[src/rtl/spi_slave_port_pkg.sv]
// Shared definitions for the SPI slave port: FSM state type, SPI mode and
// default frame width.
package spi_slave_port_pkg;

    localparam int SPI_DATA_W = 32'd8;

    // {CPOL, CPHA}; mode 0 idles SCLK low and samples on the rising edge
    localparam logic [1:0] SPI_MODE = 2'b00;

    typedef enum logic {
        ST_IDLE   = 1'b0,
        ST_ACTIVE = 1'b1
    } spi_state_e;

endpackage

[src/rtl/spi_slave_port_if.sv]
// SPI pins plus the parallel transmit/receive side of one slave slot.
interface spi_slave_port_if #(
    parameter int DATA_W = 32'd8
);
    logic              sclk;
    logic              mosi;
    logic              ss_n;
    logic              miso;
    logic [DATA_W-1:0] tx_data;
    logic              tx_valid;
    logic              tx_ready;
    logic [DATA_W-1:0] rx_data;
    logic              rx_valid;
    logic              tx_underrun;
    logic              frame_err;

    modport slave (
        input  sclk, mosi, ss_n, tx_data, tx_valid,
        output miso, tx_ready, rx_data, rx_valid, tx_underrun, frame_err
    );

    modport master (
        output sclk, mosi, ss_n, tx_data, tx_valid,
        input  miso, tx_ready, rx_data, rx_valid, tx_underrun, frame_err
    );
endinterface

[src/rtl/spi_slave_port_sync_edge.sv]
// Two-flop synchroniser for an asynchronous pin with registered rise/fall
// strobes; the strobes appear three clocks after the pin edge.
module spi_sync_edge #(
    parameter logic RST_VAL = 1'b0
) (
    input  logic clk,
    input  logic rst_n,
    input  logic din,
    output logic sync,
    output logic rise,
    output logic fall
);
    logic meta_r;
    logic sync_r;
    logic prev_r;
    logic rise_r;
    logic fall_r;

    // Synchroniser chain, delayed copy and edge strobes
    always_ff @(posedge clk or negedge rst_n) begin
        if (!rst_n) begin
            meta_r <= RST_VAL;
            sync_r <= RST_VAL;
            prev_r <= RST_VAL;
            rise_r <= 1'b0;
            fall_r <= 1'b0;
        end else begin
            meta_r <= din;
            sync_r <= meta_r;
            prev_r <= sync_r;
            rise_r <= sync_r & ~prev_r;
            fall_r <= ~sync_r & prev_r;
        end
    end

    assign sync = sync_r;
    assign rise = rise_r;
    assign fall = fall_r;
endmodule

[src/rtl/spi_slave_port.sv]
// spi_slave_port: mode-0 SPI responder with oversampled pins, a one-entry
// transmit holding register and a parallel receive word.
module spi_slave_port
    import spi_slave_port_pkg::*;
#(
    parameter int                DATA_W  = SPI_DATA_W,
    parameter logic [DATA_W-1:0] IDLE_TX = {DATA_W{1'b0}}
) (
    input  logic            clk,
    input  logic            rst_n,
    spi_slave_port_if.slave bus
);
    localparam int               CNT_W    = $clog2(DATA_W) + 32'd1;
    localparam logic [CNT_W-1:0] CNT_ZERO = {CNT_W{1'b0}};
    localparam logic [CNT_W-1:0] CNT_ONE  = CNT_W'(32'd1);
    localparam logic [CNT_W-1:0] CNT_LAST = CNT_W'(DATA_W - 32'd1);

    logic sclk_rise_s, sclk_fall_s, sclk_level_unused_s;
    logic ss_rise_s, ss_fall_s, ss_level_unused_s;
    logic mosi_sync_s, mosi_rise_unused_s, mosi_fall_unused_s;

    // ss_n resets to "selected" so a frame already running at reset release
    // produces no falling edge and is ignored until ss_n cycles.
    spi_sync_edge #(.RST_VAL(SPI_MODE[1])) u_sclk_sync (
        .clk(clk), .rst_n(rst_n), .din(bus.sclk),
        .sync(sclk_level_unused_s), .rise(sclk_rise_s), .fall(sclk_fall_s)
    );
    spi_sync_edge #(.RST_VAL(1'b0)) u_ss_sync (
        .clk(clk), .rst_n(rst_n), .din(bus.ss_n),
        .sync(ss_level_unused_s), .rise(ss_rise_s), .fall(ss_fall_s)
    );
    spi_sync_edge #(.RST_VAL(1'b0)) u_mosi_sync (
        .clk(clk), .rst_n(rst_n), .din(bus.mosi),
        .sync(mosi_sync_s), .rise(mosi_rise_unused_s), .fall(mosi_fall_unused_s)
    );

    spi_state_e        state_r;
    logic [CNT_W-1:0]  bit_cnt_r;
    logic [DATA_W-1:0] tx_shift_r;
    logic [DATA_W-1:0] rx_shift_r;
    logic [DATA_W-1:0] hold_r;
    logic [DATA_W-1:0] rx_data_r;
    logic              hold_full_r;
    logic              tx_ready_r;
    logic              miso_r;
    logic              rx_valid_r;
    logic              tx_underrun_r;
    logic              frame_err_r;

    logic              tx_write_s;
    logic              load_s;
    logic              hold_next_s;
    logic [DATA_W-1:0] load_word_s;

    // Frame-start decision: select falling in IDLE, or a falling SCLK at a frame boundary
    always_comb begin
        load_s = 1'b0;
        case (state_r)
            ST_IDLE: begin
                load_s = ss_fall_s;
            end
            ST_ACTIVE: begin
                if (ss_rise_s) begin
                    load_s = 1'b0;
                end else begin
                    load_s = sclk_fall_s && (bit_cnt_r == CNT_ZERO);
                end
            end
            default: begin
                load_s = 1'b0;
            end
        endcase
    end

    assign tx_write_s  = bus.tx_valid && tx_ready_r;
    assign hold_next_s = tx_write_s || (hold_full_r && !load_s);
    assign load_word_s = hold_full_r ? hold_r : IDLE_TX;

    // Holding register, frame FSM, shift registers and status pulses
    always_ff @(posedge clk or negedge rst_n) begin
        if (!rst_n) begin
            state_r       <= ST_IDLE;
            bit_cnt_r     <= CNT_ZERO;
            tx_shift_r    <= {DATA_W{1'b0}};
            rx_shift_r    <= {DATA_W{1'b0}};
            hold_r        <= {DATA_W{1'b0}};
            rx_data_r     <= {DATA_W{1'b0}};
            hold_full_r   <= 1'b0;
            tx_ready_r    <= 1'b1;
            miso_r        <= 1'b0;
            rx_valid_r    <= 1'b0;
            tx_underrun_r <= 1'b0;
            frame_err_r   <= 1'b0;
        end else begin
            rx_valid_r    <= 1'b0;
            frame_err_r   <= 1'b0;
            tx_underrun_r <= load_s && !hold_full_r;
            hold_full_r   <= hold_next_s;
            tx_ready_r    <= !hold_next_s;
            if (tx_write_s) begin
                hold_r <= bus.tx_data;
            end
            case (state_r)
                ST_IDLE: begin
                    bit_cnt_r <= CNT_ZERO;
                    if (ss_fall_s) begin
                        state_r    <= ST_ACTIVE;
                        tx_shift_r <= load_word_s;
                        miso_r     <= load_word_s[DATA_W-1];
                    end else begin
                        miso_r <= 1'b0;
                    end
                end
                ST_ACTIVE: begin
                    if (ss_rise_s) begin
                        state_r    <= ST_IDLE;
                        miso_r     <= 1'b0;
                        bit_cnt_r  <= CNT_ZERO;
                        rx_shift_r <= {DATA_W{1'b0}};
                        frame_err_r <= (bit_cnt_r != CNT_ZERO);
                    end else if (sclk_rise_s) begin
                        rx_shift_r <= {rx_shift_r[DATA_W-2:0], mosi_sync_s};
                        if (bit_cnt_r == CNT_LAST) begin
                            rx_data_r  <= {rx_shift_r[DATA_W-2:0], mosi_sync_s};
                            rx_valid_r <= 1'b1;
                            bit_cnt_r  <= CNT_ZERO;
                        end else begin
                            bit_cnt_r <= bit_cnt_r + CNT_ONE;
                        end
                    end else if (sclk_fall_s) begin
                        if (bit_cnt_r != CNT_ZERO) begin
                            tx_shift_r <= {tx_shift_r[DATA_W-2:0], 1'b0};
                            miso_r     <= tx_shift_r[DATA_W-2];
                        end else begin
                            tx_shift_r <= load_word_s;
                            miso_r     <= load_word_s[DATA_W-1];
                        end
                    end else begin
                        bit_cnt_r <= bit_cnt_r;
                    end
                end
                default: begin
                    state_r <= ST_IDLE;
                    miso_r  <= 1'b0;
                end
            endcase
        end
    end

    assign bus.miso        = miso_r;
    assign bus.tx_ready    = tx_ready_r;
    assign bus.rx_data     = rx_data_r;
    assign bus.rx_valid    = rx_valid_r;
    assign bus.tx_underrun = tx_underrun_r;
    assign bus.frame_err   = frame_err_r;
endmodule

[src/flat_wrapper.sv]
// flat-port wrapper written by rule: the top's interface ports become plain ports
module spi_slave_port_flat import spi_slave_port_pkg::*;
#(
    parameter int                DATA_W  = SPI_DATA_W,
    parameter logic [DATA_W-1:0] IDLE_TX = {DATA_W{1'b0}}
)
  (clk, rst_n, bus_sclk, bus_mosi, bus_ss_n, bus_tx_data, bus_tx_valid, bus_miso, bus_tx_ready, bus_rx_data, bus_rx_valid, bus_tx_underrun, bus_frame_err);
  spi_slave_port_if #(.DATA_W(DATA_W)) bus_i ();
  input  logic clk;
  input  logic rst_n;
  input wire logic [$bits(bus_i.sclk)-1:0] bus_sclk;
  input wire logic [$bits(bus_i.mosi)-1:0] bus_mosi;
  input wire logic [$bits(bus_i.ss_n)-1:0] bus_ss_n;
  input wire logic [$bits(bus_i.tx_data)-1:0] bus_tx_data;
  input wire logic [$bits(bus_i.tx_valid)-1:0] bus_tx_valid;
  output wire logic [$bits(bus_i.miso)-1:0] bus_miso;
  output wire logic [$bits(bus_i.tx_ready)-1:0] bus_tx_ready;
  output wire logic [$bits(bus_i.rx_data)-1:0] bus_rx_data;
  output wire logic [$bits(bus_i.rx_valid)-1:0] bus_rx_valid;
  output wire logic [$bits(bus_i.tx_underrun)-1:0] bus_tx_underrun;
  output wire logic [$bits(bus_i.frame_err)-1:0] bus_frame_err;
  assign bus_i.sclk = bus_sclk;
  assign bus_i.mosi = bus_mosi;
  assign bus_i.ss_n = bus_ss_n;
  assign bus_i.tx_data = bus_tx_data;
  assign bus_i.tx_valid = bus_tx_valid;
  assign bus_miso = bus_i.miso;
  assign bus_tx_ready = bus_i.tx_ready;
  assign bus_rx_data = bus_i.rx_data;
  assign bus_rx_valid = bus_i.rx_valid;
  assign bus_tx_underrun = bus_i.tx_underrun;
  assign bus_frame_err = bus_i.frame_err;
  spi_slave_port #(.DATA_W(DATA_W), .IDLE_TX(IDLE_TX)) u_core (.clk(clk), .rst_n(rst_n), .bus(bus_i));
endmodule
[config.mk]
export PLATFORM = sky130hd
export DESIGN_NAME = spi_slave_port_flat
export DESIGN_NICKNAME = d
export VERILOG_FILES = /design/src/rtl/spi_slave_port_pkg.sv /design/src/rtl/spi_slave_port_if.sv /design/src/rtl/spi_slave_port_sync_edge.sv /design/src/rtl/spi_slave_port.sv /design/src/flat_wrapper.sv
export SDC_FILE = /design/constraint.sdc
export NUM_CORES = 1
export LEC_CHECK = 0
export CAP_MARGIN = 20
export CELL_PAD_IN_SITES_DETAIL_PLACEMENT = 1
export CELL_PAD_IN_SITES_GLOBAL_PLACEMENT = 1
export CORE_MARGIN = 1
export CORE_UTILIZATION = 40
export DETAILED_ROUTE_END_ITERATION = 10
export PLACE_DENSITY_LB_ADDON = 0.08
export REMOVE_ABC_BUFFERS = 1
export SLEW_MARGIN = 20
export SYNTH_ARGS = -nofsm -noshare
export SYNTH_HDL_FRONTEND = slang
export SYNTH_SLANG_ARGS = --single-unit
[constraint.sdc]
create_clock -name clk -period 1.4 [get_ports clk]
set_input_delay 0.21 -clock clk [delete_from_list [all_inputs] [get_ports clk]]
set_output_delay 0.21 -clock clk [all_outputs]
set_load 0.02 [all_outputs]
# ---- After elaboration in Yosys (flattened, before gate mapping)
# Index checks and enable logic that the tools add are counted.
dict set report totals {
  input_bits 14
  word_cells 88
  regBits 53
  out_inout_bits 13
}
dict set report classes {
  n_addsub 1
  eq_ne 8
  bitwise_logic 10
  n_mux 30
  reduce_logical 15
}
# op n
set ops {}
lappend ops {{two-way mux 7 bit} 7}
lappend ops {{two-way mux 1 bit} 14}
lappend ops {{case mux 7 bit (2 select lines)} 1}
lappend ops {{two-way mux 4 bit} 3}
lappend ops {{inequality test 3 bit, second input constant} 3}
lappend ops {{two-way mux 8 bit} 1}
lappend ops {{inequality test 2 bit, second input constant} 4}
lappend ops {{case mux 4 bit (2 select lines)} 1}
lappend ops {{AND reduction 4 bit} 2}
lappend ops {{NOT 1 bit} 6}
lappend ops {{case mux 1 bit (2 select lines)} 3}
lappend ops {{adder 4 x 1 -> 4 bit, second input constant} 1}
lappend ops {{bitwise AND 1 bit} 4}
lappend ops {{equality test 4 x 3 -> 1 bit, second input constant} 1}
lappend ops {{logical AND 1 bit} 4}
lappend ops {{logical NOT 4 bit} 1}
lappend ops {{AND reduction 2 bit} 2}
lappend ops {{nonzero test 4 bit} 1}
lappend ops {{logical NOT 1 bit} 3}
lappend ops {{nonzero test 2 bit} 1}
lappend ops {{logical OR 1 bit} 1}

# ---- Logic depth before layout (Yosys ltp)
# Gate-level depths: netlist of run 1.
dict set report logic_depth {
  depth_word 8
  ltp_mapped 6
  ltp_nobuf 5
}

# ---- By module
# From an unflattened synthesis of run 1, not the netlist that was laid out.
dict set report unflattened {
  cells_unflattened 177
  hier_area_um2 2329.7
}
# mod instances area_each_um2 cells_per_inst seq_area_each_um2
set modules_own_cells {}
lappend modules_own_cells {spi_slave_port 1 1909.3 156 1027.2}
lappend modules_own_cells {spi_sync_edge 3 140.1 7 125.1}

# ---- Worst setup path before layout of run 1
# OpenSTA, ideal clock, no wires.
dict set report synth_path {
  path_kind {register to register}
  from {register u_core.bit_cnt_r[0]}
  to {register u_core.rx_data_r[0], in the netlist u_core.bus.rx_data[0]}
  setup_time_ns 0.125
  t_arrival_ns 1.318
  t_required_ns 1.275
  path_stages_with_launch 5
  slack_ns -0.043
  path_cell_list {dfrtp_1 -> ha_1 -> and4bb_2 -> nand2_2 -> mux2_2}
}
dict set report synth_between {
  elab_chain_len 2
}
# item line
set synth_rtl {}
lappend synth_rtl {{from (decl)} spi_slave_port.sv:38} ;# logic [CNT_W-1:0] bit_cnt_r;
lappend synth_rtl {{from (signal assigned)} spi_slave_port.sv:128} ;# bit_cnt_r <= bit_cnt_r + CNT_ONE;
lappend synth_rtl {{from (signal assigned)} spi_slave_port.sv:139} ;# bit_cnt_r <= bit_cnt_r;
lappend synth_rtl {{equality test 4 x 3 -> 1 bit} spi_slave_port.sv:123} ;# if (bit_cnt_r == CNT_LAST) begin
lappend synth_rtl {{AND reduction 4 bit (no line)} -}
lappend synth_rtl {{to (signal assigned)} spi_slave_port.sv:87} ;# rx_data_r <= {DATA_W{1'b0}};
lappend synth_rtl {{to (signal assigned)} spi_slave_port.sv:124} ;# rx_data_r <= {rx_shift_r[DATA_W-2:0], mosi_sync_s};
lappend synth_rtl {{to (decl)} spi_slave_port.sv:42} ;# logic [DATA_W-1:0] rx_data_r;
# Every way passes these cells.
# A chain may end at the register's enable or synchronous reset.

# ---- Worst setup path in the final report of run 1
dict set report layout_path {
  from {register u_core.bit_cnt_r[1]}
  to {register u_core.hold_full_r}
}
dict set report layout_between {
  elab_chain_len 7
}
# item line
set layout_rtl {}
lappend layout_rtl {{logical NOT 4 bit} spi_slave_port.sv:66} ;# load_s = sclk_fall_s && (bit_cnt_r == CNT_ZERO);
lappend layout_rtl {{logical AND 1 bit} spi_slave_port.sv:66}
lappend layout_rtl {{two-way mux 1 bit} spi_slave_port.sv:63} ;# if (ss_rise_s) begin
lappend layout_rtl {{case mux 1 bit (2 select lines)} spi_slave_port.sv:58} ;# case (state_r)
lappend layout_rtl {{logical NOT 1 bit} spi_slave_port.sv:76} ;# assign hold_next_s = tx_write_s || (hold_full_r && !load_s);
lappend layout_rtl {{logical AND 1 bit} spi_slave_port.sv:76}
lappend layout_rtl {{logical OR 1 bit} spi_slave_port.sv:76}
lappend layout_rtl {{net u_core.hold_next_s} spi_slave_port.sv:52} ;# logic hold_next_s;
lappend layout_rtl {{to (signal assigned)} spi_slave_port.sv:98} ;# hold_full_r <= hold_next_s;
lappend layout_rtl {{to (decl)} spi_slave_port.sv:43} ;# logic hold_full_r;
# The timed path passes the listed nets, and every way through them passes these cells.

==> flow_metrics.tcl, run 1 <==
set metrics [dict create \
    synth_edf_count 0 \
    grt_pass1_wl_um 7980 \
    combPwrFrac 0.241 \
    cts_sinks 53 \
    criticalPathCategory "reg -> reg" \
    rows 26 \
    setup_viol 13 \
    arrival_ns 1.65 \
    num_antenna_cells 0 \
    rr_worst_depth 6 \
    vias 1503 \
    p_per_area_mw_per_mm2 1550 \
    grt_max_degree 54 \
    fin_crit_sh 1.04 \
    die_y_um 75.6 \
    synthesis.instances 170 \
    synthTopCellsByCount "dfrtp_1, mux2_2, nor2b_1, a21oi_1, a31oi_1" \
    worstSetupEndpointType "flop" \
    multi_input_area_um2 893 \
    maxSlewHeadroom 0.725 \
    cts_inserted_buffers 5 \
    track_usage 0.192 \
    clockBufferDepth 2 \
    slew_viol_final 0 \
    period_needed_ns 1.45 \
    hold_viol 0 \
    dp_hpwl_um 3180 \
    clk_pin_slew_ns 0.10 \
    min_path_cells 1 \
    start_util 0.419 \
    p_total_uw 4390 \
    ios 27 \
    syn2layout_area_growth_pct 30.4 \
    antenna_left 0 \
    core_mm2 0.00517 \
    routedWlPerCell_um 17.3 \
    synthTopCellsByArea "dfrtp_1, mux2_2, nor2b_1" \
    synth.largest_area_cell "dfrtp_1" \
    syn-cell-area_mm2 0.00217 \
    r2r_start "u_core.bit_cnt_r[1]" \
    worstPathRequired_ns 1.60 \
    ys_ff_latch 53 \
    ys_async_sr_fraction 1.00 \
    final_nets 229 \
    tightest_slew_ns 0.410 \
    grt_pass1_vias 1571 \
    p_sw_uw 1340 \
    setup_tns_ns -0.461 \
    cp_max_fo 4 \
    r2r_slack_ns -0.05 \
    drt-initial-drc-count 119 \
    n_fill_cell 515 \
    status "complete, but fails checks" \
    yosysSeqAreaShare 0.612 \
    yosysWarnings 0 \
    worstHoldPathType "in -> reg" \
    clkLatencyLatePin_ns 0.31 \
    vdd_drop_max_mv 0.797 \
    cts_tree "built" \
    synth_cell_types 38 \
    antenna_found_initial 0 \
    wl_um 4900 \
    port_buffers 26 \
    rsz0062_at_grt "yes" \
    regArea_mm2 0.00133 \
    vias_per_cell 5.29 \
    layout_setup_ws_ns -0.0507 \
    leakage_uw 0.00130 \
    synth_most_common_cell "dfrtp_1" \
    critPathLaunchType "flop" \
    max_freq_mhz 689 \
    root_buffer "clkbuf_8" \
    avgSynthCellArea_um2 12.8 \
    holdPathEnd "u_core.u_ss_sync.meta_r" \
    synth_top_area_frac 0.600 \
    globalplace.congestion 0.782 \
    htree_levels 2 \
    drcViolationCount 0 \
    p_clk_frac 0.238 \
    p_seq_frac 0.520 \
    switching_share 0.305 \
    min-delay-start "bus_ss_n" \
    drive_above_1_share 0.294 \
    die_x_um 75.6 \
    synthFlopType "dfrtp_1" \
    violations "negative setup slack" \
    intPower_uw 3050 \
    skew_ns 0.00757 \
    cap_violations 0 \
    grt_overflow 0 \
    worstReg2RegEnd "u_core.hold_full_r" \
    die_area_mm2 0.00572 \
    fin_hold_ws_ns 0.333 \
    dr.pass1.iters 4 \
]
==> repair_timing <==
action | 4_1_cts | 5_1_grt
endpoints found under the setup margin | 32 | 22
resized for setup | 36 | 7
pin swaps | 7 | 6
hold endpoints to repair | 52 | 0
gates cloned | 2 | 0
setup buffers | 0 | 2
hold buffers | 1 | 0
==> area by class of cell <==
type                            instances  share of cell area
Sequential cell                        53               0.470
Multi-Input combinational cell        107               0.316
Timing Repair Buffer                   42               0.137
Tap cell                               70              0.0310
Clock buffer                            5              0.0243
Clock inverter                          3              0.0164
Inverter                                4             0.00531
==> power by group through the flow <==
stage	Clock [uW]	Combinational, uW	Sequential [uW]
global route	1130	1190	2350
floorplan	0	625	2230
detailed placement	0	1030	2290
global placement	0	981	2260
finish	1050	1060	2280
CTS	1080	1050	2280
==> worst max-delay path, cell delays in order (launching register included) <==
cell	delay, ns
dfrtp_2	0.45
inv_2	0.08
ha_4	0.14
nor3b_4	0.23
buf_4	0.16
a31oi_4	0.10
a22o_1	0.19
==> stage by stage <==
stage / cell area [um^2] / utilization / cells / worst slack, ns
floorplan: 2120 / - / 162 / -0.0485
global placement: 2580 / 0.499 / 271 / -0.0679
detailed placement: 2580 / 0.499 / 271 / -0.146
CTS: 2790 / 0.540 / 282 / -0.0681
global route: 2830 / 0.546 / 284 / -0.122
finish: 2830 / 0.546 / 284 / -0.0507
==> registers in the layout, summed over array words and instances (netlist names), 4 cells and up <==
register,count
u_core.hold_r,8
u_core.tx_shift_r,7
u_core.bit_cnt_r,4
u_core.bus.rx_data,8
u_core.rx_shift_r,7
==> cell usage in the layout (no fill, tap or decap), types with 7 or more instances in the layout <==
cell             instances
mux2_4                   9
dlygate4sd2_1           12
buf_4                   12
a21oi_1                  8
clkdlybuf4s50_1         12
nor2b_1                 11
o2bb2ai_1                7
dfrtp_1                 51
a31oi_1                  7
mux2_2                   8
==> per-layer routing <==
layer	global-route usage	share of wire
met5	0	0
met4	0.0494	0.0094
met3	0.0410	0.028
met2	0.314	0.52
met1	0.262	0.45
==> worst max-delay path by stage <==
stage | start | endpoint | slack [ns] | depth (start not counted)
after CTS | u_core.bit_cnt_r[1] | u_core.bus.rx_data[0] | -0.07 | 4
after floorplan | u_core.state_r | u_core.tx_shift_r[0] | -0.05 | 3
after global placement | u_core.bit_cnt_r[0] | u_core.bus.rx_data[0] | -0.07 | 4
after global routing | u_core.bit_cnt_r[0] | u_core.hold_full_r | -0.12 | 6
after detailed placement | u_core.bit_cnt_r[1] | u_core.tx_shift_r[0] | -0.15 | 5
final | u_core.bit_cnt_r[1] | u_core.hold_full_r | -0.05 | 6
==> kinds of logic (layout without fill, tap and decap cells) <==
group	count (synthesis)	count (layout)	share of synthesized area
adders and majority gates	2	2	0.0115
muxes	18	18	0.0929
xor gates and xnor gates	2	2	0.00808
and+or+nand+nor	49	51	0.134
DFF	53	53	0.612
buffers and inverters	12	54	0.0306
AOI/OAI and AO/OA	34	34	0.110
Note: power is estimated with default switching activity, not from simulation.
==> run 2: changes to the inputs <==
--- a/config.mk
+++ b/config.mk
@@ -10,6 +10,7 @@
 export CELL_PAD_IN_SITES_GLOBAL_PLACEMENT = 1
 export CORE_MARGIN = 1
 export CORE_UTILIZATION = 40
+export CTS_CLUSTER_DIAMETER = 150
 export DETAILED_ROUTE_END_ITERATION = 10
 export PLACE_DENSITY_LB_ADDON = 0.08
 export REMOVE_ABC_BUFFERS = 1
==> results of run 2 <==
Same layout as run 1: the final DEF is identical, and so are final timing and power.
